==> config.mk <==
export PLATFORM = sky130hd
export DESIGN_NAME = alu_issue_ctrl
export DESIGN_NICKNAME = d
export VERILOG_FILES = /design/src/rtl/alu_issue_ctrl.sv
export SDC_FILE = /design/constraint.sdc
export NUM_CORES = 1
export LEC_CHECK = 0
export ABC_AREA = 1
export CORE_AREA = 2 2 123 125
export CTS_CLUSTER_SIZE = 12
export DETAILED_ROUTE_END_ITERATION = 7
export DIE_AREA = 0 0 125 127
export PLACE_DENSITY_LB_ADDON = 0.15
export REMOVE_ABC_BUFFERS = 1
export SLEW_MARGIN = 30
export SYNTH_ARGS = -nofsm -noshare
export SYNTH_HDL_FRONTEND = slang
export SYNTH_SLANG_ARGS = --single-unit
==> constraint.sdc <==
create_clock -name clk -period 2.1 [get_ports clk]
set_input_delay 0.63 -clock clk [delete_from_list [all_inputs] [get_ports clk]]
set_output_delay 0.63 -clock clk [all_outputs]
set_load 0.02 [all_outputs]
==> src/rtl/alu_issue_ctrl.sv <==
// -----------------------------------------------------------------------------
// alu_issue_ctrl
//
// Multi-cycle issue/control unit for an 8-bit machine. It accepts one 9-bit
// instruction at a time, feeds registered operands and an opcode to an external
// combinational ALU, captures the ALU result, and then either writes it back to
// the 8x8 register file, runs a data-memory access, or reports a branch/jump.
//
// Instruction word: [8:6] op, [5:3] ra, [2:0] rb_or_imm
// Opcodes: 0 xor, 1 beq, 2 addi, 3 andi, 4 ls, 5 ld, 6 st, 7 j
//
// Ports
//   clk, reset                 clock, synchronous active-high reset
//   instr_valid/instr_ready    instruction handshake (ready only in IDLE)
//   instr[8:0]                 instruction word
//   alu_instruction[2:0]       registered opcode to the ALU
//   alu_input1/2[7:0]          registered ALU operands
//   alu_result[7:0]            combinational ALU result
//   mem_req, mem_we            memory request / write enable (MEM_WAIT only)
//   mem_addr, mem_wdata[7:0]   memory address / store data
//   mem_rdata[7:0], mem_ack    load data / single-cycle completion
//   mem_err                    pulse when the memory access times out
//   branch_taken, jump_taken   control-transfer pulses, with target[7:0]
//   done                       pulse when the instruction retires
//   dbg_addr[2:0], dbg_data    combinational register-file read port
// -----------------------------------------------------------------------------
module alu_issue_ctrl #(
    parameter int DATA_W      = 8,
    parameter int MEM_TIMEOUT = 15
) (
    input  logic              clk,
    input  logic              reset,
    input  logic              instr_valid,
    input  logic [8:0]        instr,
    output logic              instr_ready,
    output logic [2:0]        alu_instruction,
    output logic [DATA_W-1:0] alu_input1,
    output logic [DATA_W-1:0] alu_input2,
    input  logic [DATA_W-1:0] alu_result,
    output logic              mem_req,
    output logic              mem_we,
    output logic [DATA_W-1:0] mem_addr,
    output logic [DATA_W-1:0] mem_wdata,
    input  logic [DATA_W-1:0] mem_rdata,
    input  logic              mem_ack,
    output logic              mem_err,
    output logic              branch_taken,
    output logic              jump_taken,
    output logic [DATA_W-1:0] target,
    output logic              done,
    input  logic [2:0]        dbg_addr,
    output logic [DATA_W-1:0] dbg_data
);

    localparam logic [2:0] OP_XOR  = 3'd0;
    localparam logic [2:0] OP_BEQ  = 3'd1;
    localparam logic [2:0] OP_ADDI = 3'd2;
    localparam logic [2:0] OP_ANDI = 3'd3;
    localparam logic [2:0] OP_LS   = 3'd4;
    localparam logic [2:0] OP_LD   = 3'd5;
    localparam logic [2:0] OP_ST   = 3'd6;
    localparam logic [2:0] OP_J    = 3'd7;

    localparam int CNT_W = $clog2(MEM_TIMEOUT + 1);

    typedef enum logic [2:0] {
        IDLE,
        DECODE,
        EXECUTE,
        WRITEBACK,
        MEM_WAIT
    } state_t;

    state_t             r_state;
    state_t             w_nextState;
    logic [8:0]         r_instr;
    logic [DATA_W-1:0]  r_res;
    logic [DATA_W-1:0]  r_regs [8];
    logic [CNT_W-1:0]   r_waitCnt;

    logic [2:0]         w_op;
    logic [2:0]         w_ra;
    logic [2:0]         w_rb;
    logic [DATA_W-1:0]  w_operandB;
    logic               w_timeout;
    logic               w_regWe;
    logic [DATA_W-1:0]  w_regWdata;

    assign w_op     = r_instr[8:6];
    assign w_ra     = r_instr[5:3];
    assign w_rb     = r_instr[2:0];
    assign dbg_data = r_regs[dbg_addr];

    // Second ALU operand: register for reg-reg ops, immediate forms otherwise.
    always_comb begin
        w_operandB = r_regs[w_rb];
        case (w_op)
            OP_ADDI: w_operandB = {{(DATA_W-3){w_rb[2]}}, w_rb};
            OP_ANDI,
            OP_LS:   w_operandB = {{(DATA_W-3){1'b0}}, w_rb};
            default: w_operandB = r_regs[w_rb];
        endcase
    end

    // The last allowed MEM_WAIT cycle is the one whose counter reads
    // MEM_TIMEOUT-1; an ack in that same cycle still wins over the error.
    assign w_timeout = (r_state == MEM_WAIT) && !mem_ack &&
                       (r_waitCnt == CNT_W'(MEM_TIMEOUT - 1));

    always_ff @(posedge clk) begin
        if (reset) begin
            r_state <= IDLE;
        end else begin
            r_state <= w_nextState;
        end
    end

    // Next-state and all handshake/pulse outputs are Moore-style decodes of the
    // current state, except the MEM_WAIT completion which reacts to mem_ack.
    always_comb begin
        w_nextState  = r_state;
        instr_ready  = 1'b0;
        mem_req      = 1'b0;
        mem_we       = 1'b0;
        mem_addr     = '0;
        mem_wdata    = '0;
        mem_err      = 1'b0;
        branch_taken = 1'b0;
        jump_taken   = 1'b0;
        target       = '0;
        done         = 1'b0;
        w_regWe      = 1'b0;
        w_regWdata   = '0;
        case (r_state)
            IDLE: begin
                instr_ready = 1'b1;
                if (instr_valid) begin
                    w_nextState = DECODE;
                end
            end
            DECODE: begin
                w_nextState = EXECUTE;
            end
            EXECUTE: begin
                w_nextState = ((w_op == OP_LD) || (w_op == OP_ST)) ? MEM_WAIT : WRITEBACK;
            end
            WRITEBACK: begin
                done        = 1'b1;
                w_nextState = IDLE;
                case (w_op)
                    OP_BEQ: begin
                        branch_taken = (r_res == '0);
                        target       = r_regs[w_ra];
                    end
                    OP_J: begin
                        jump_taken = 1'b1;
                        target     = r_regs[w_ra];
                    end
                    OP_LD, OP_ST: ;
                    default: begin
                        w_regWe    = 1'b1;
                        w_regWdata = r_res;
                    end
                endcase
            end
            MEM_WAIT: begin
                mem_req   = 1'b1;
                mem_we    = (w_op == OP_ST);
                mem_addr  = r_regs[w_rb];
                mem_wdata = (w_op == OP_ST) ? r_res : '0;
                if (mem_ack) begin
                    done        = 1'b1;
                    w_nextState = IDLE;
                    if (w_op == OP_LD) begin
                        w_regWe    = 1'b1;
                        w_regWdata = mem_rdata;
                    end
                end else if (w_timeout) begin
                    mem_err     = 1'b1;
                    done        = 1'b1;
                    w_nextState = IDLE;
                end
            end
            default: begin
                w_nextState = IDLE;
            end
        endcase
    end

    // Datapath: instruction latch, ALU operand registers, result capture,
    // memory wait counter and the register file.
    always_ff @(posedge clk) begin
        if (reset) begin
            r_instr         <= '0;
            r_res           <= '0;
            r_waitCnt       <= '0;
            alu_instruction <= '0;
            alu_input1      <= '0;
            alu_input2      <= '0;
            for (int i = 0; i < 8; i++) begin
                r_regs[i] <= '0;
            end
        end else begin
            case (r_state)
                IDLE: begin
                    if (instr_valid) begin
                        r_instr <= instr;
                    end
                end
                DECODE: begin
                    alu_instruction <= w_op;
                    alu_input1      <= r_regs[w_ra];
                    alu_input2      <= w_operandB;
                end
                EXECUTE: begin
                    r_res     <= alu_result;
                    r_waitCnt <= '0;
                end
                MEM_WAIT: begin
                    r_waitCnt <= r_waitCnt + CNT_W'(1);
                end
                default: ;
            endcase
            if (w_regWe) begin
                r_regs[w_ra] <= w_regWdata;
            end
        end
    end

endmodule

==> flow_metrics.tcl <==
set metrics [dict create \
    dp_cells 1167 \
    drive_above_1_share 0.4199 \
    layout_commonest_cell "buf_4" \
    setup_slack_ns -0.3070 \
    wl_per_cell_um 20.94 \
    crit_path_cell_trace "clkbuf_16 -> nand2_1 -> o211ai_1 -> nand3_1 -> nand2_2 -> nor2_1 -> buf_2" \
    synth_area_um2 6416 \
    fin_util 0.7457 \
    grt_pass1_vias 7015 \
    final.period_utilization 1.146 \
    drtAntennaViolNets 0 \
    seq_power_share 0.341 \
    die_w_um 125 \
    routed_via_density 5.739 \
    grt_first_pass_wirelength_mm 38.96 \
    cellLeakagePower_nw 4.344 \
    drv_cap 0 \
    crit_buf_inv 2 \
    rsz0062_at_grt "true" \
    num_io_pins 90 \
    route.detailed.drc 0 \
    cp-end-kind "output port" \
    crit_fanout 11 \
    status "finished with violations" \
    criticalPathCategory "register to output port" \
    finalHoldViolCount 0 \
    grt_util_all_layers 0.3218 \
    die_h_um 127 \
    final.setup.tns_ns -6.772 \
    cts_sinks 113 \
    final_cells 1270 \
    start_util 0.4448 \
    final.min_clock_period_ns 2.407 \
    power_frac_clock 0.382 \
    violations "setup timing" \
    synth_top_area_share 0.2995 \
    slowest_delay_ns 0.47 \
    fp-row-count 44 \
    antenna_found_initial 0 \
    cts.reportedPaths.clkPinSlew_ns 0.06 \
    wirelength_mm 26.59 \
    ys_seq_elements 113 \
    slew_viol_final 0 \
    fp.coreArea_um2 14420 \
    die_area_um2 15880 \
    cpMaxStageDelayCell "dfxtp_4" \
    synth_area_leaders "edfxtp_1 30%, dfxtp_1 15%, nand2_1 8.1%" \
    power.internal_mw 5.253 \
    p_total_mw 7.637 \
    worst_pin_slew_ns 0.6136 \
    clkLatencyLatePin_ns 0.43 \
    finClkSkew_ns 0.01119 \
    clk_path_buf_depth 2 \
    p_comb_frac 0.277 \
    arrival_ns 1.78 \
    ys_types 32 \
    final_cell_mix "124 x buf_4, 106 x nand2_1, 100 x nor2_1" \
    synth_cells 828 \
    drt_iter0_drc 781 \
    power_density_nw_per_um2 710.1 \
    start_kind "register" \
    crit_required_ns 1.47 \
    synth_area_per_cell_um2 7.749 \
    setup_violations 41 \
    fmax_mhz 415.5 \
    drtPass1Iterations 5 \
    vdd_drop_max_mv 0.5978 \
    yosys_warnings 0 \
    portBuffers 89 \
    switching_share 0.3122 \
    pre_cts_slack_ns -0.9998 \
    finalNetCount 1107 \
    place_congestion 0.9181 \
    vias 7288 \
    synth_top_area_cell "edfxtp_1" \
    root_buffer "clkbuf_16" \
    cts_tree "yes" \
    switching_power_mw 2.384 \
    diodes 0 \
    grt_max_degree 35 \
    hpwl_mm 16.39 \
    grt_overflow 0 \
    postCtsHoldBufs 0 \
    slew_headroom 0.5900 \
    syn_to_final_growth_pct 67.63 \
    min_path_type "register to register" \
    htree_levels 4 \
    cp_top_family "flip-flops" \
    cts_buffers 17 \
    ys_seq_area_frac 0.4524 \
]
synthesized netlist by cell type, drive strengths merged:
library cell and n:
a41oi 1, buf 28, clkinv 2, a31o 1
nand3 80, edfxtp 64, nand4 12, nor3 5
or2 1, ha 2, o21ai 82, nor2 124
o21a 8, dfxtp 49, clkbuf 18, o211ai 25
a21oi 90, nor4 1, inv 94, nand2 141
layer usage:
layer | vias to the layer above | GRT usage | routed length, um
li1 | 3291 | - | -
met1 | 3403 | 0.4078 | 10220
met2 | 483 | 0.5355 | 12680
met3 | 111 | 0.06365 | 2439
met4 | 0 | 0.1458 | 1253
met5 | - | 0 | 0
power groups by stage:
| stage | clock (mW) | combinational, mW | sequential, mW |
|---|---|---|---|
| 2_1_floorplan | 0 | 0.638 | 2.71 |
| 3_3_place_gp | 0 | 1.46 | 2.62 |
| 3_5_place_dp | 0 | 1.48 | 2.62 |
| 4_1_cts | 2.90 | 1.89 | 2.59 |
| 5_1_grt | 3.02 | 2.23 | 2.62 |
| 6_report | 2.92 | 2.11 | 2.61 |
path summary, 6_finish.rpt:
kind | from | depth (start not counted) | slack (ns) | end
setup / recovery | register | 7 | -0.31 | target[2]
hold reg to reg | r_instr[0] | 2 | 0.49 | register
setup reg to reg | register | 16 | -0.30 | alu_input2[6]
hold / removal | r_instr[0] | 2 | 0.49 | register
kinds of logic (layout without fill, tap and decap cells):
logic type | Yosys count | after routing | share of synthesized area
compound gates | 207 | 207 | 0.1895
fa+ha+maj | 2 | 2 | 0.003900
buf+inv | 142 | 400 | 0.08893
simple gates | 364 | 364 | 0.2652
flops | 113 | 113 | 0.4524
what timing repair did:
action,4_1_cts,5_1_grt
pin swaps,64,49
setup buffers,60,4
cloned,7,3
gates resized for setup,465,92
setup endpoints to repair,39,45
registers in the layout, summed over array words and instances (netlist names), named ones only:
register / flops
alu_input1: 8
alu_input2: 8
alu_instruction: 3
r_instr: 9
r_regs: 64
r_res: 8
r_state: 3
r_waitCnt: 4
worst register-to-register path, stage by stage, from the launching register on:
cell and delay [ns]:
dfxtp_4 0.45, buf_12 0.15, buf_16 0.13, nand2_4 0.05, nand2_2 0.11, nand3_4 0.10
buf_6 0.13, buf_4 0.12, buf_4 0.13, buf_4 0.12, buf_4 0.12, buf_4 0.12
buf_4 0.12, buf_4 0.13, buf_4 0.13, nand3_4 0.07, a21oi_2 0.07
area by class of cell:
| type | instances | area (um^2) |
|---|---|---|
| Inverter | 96 | 415.4 |
| Multi-Input combinational cell | 573 | 3674 |
| Clock inverter | 8 | 73.82 |
| Fill cell | 996 | 3669 |
| Sequential cell | 113 | 2935 |
| Clock buffer | 24 | 514.2 |
| Timing Repair Buffer | 272 | 2913 |
| Tap cell | 184 | 230.2 |
per-stage QoR:
step | hold WS (ns) | instance area (um^2)
floorplan | 0.4481 | 6208
global placement | 0.4784 | 8447
detailed placement | 0.4767 | 8447
CTS | 0.4815 | 10350
global route | 0.5120 | 10760
finish | 0.4886 | 10760
Power figures use the tool's default switching activity.
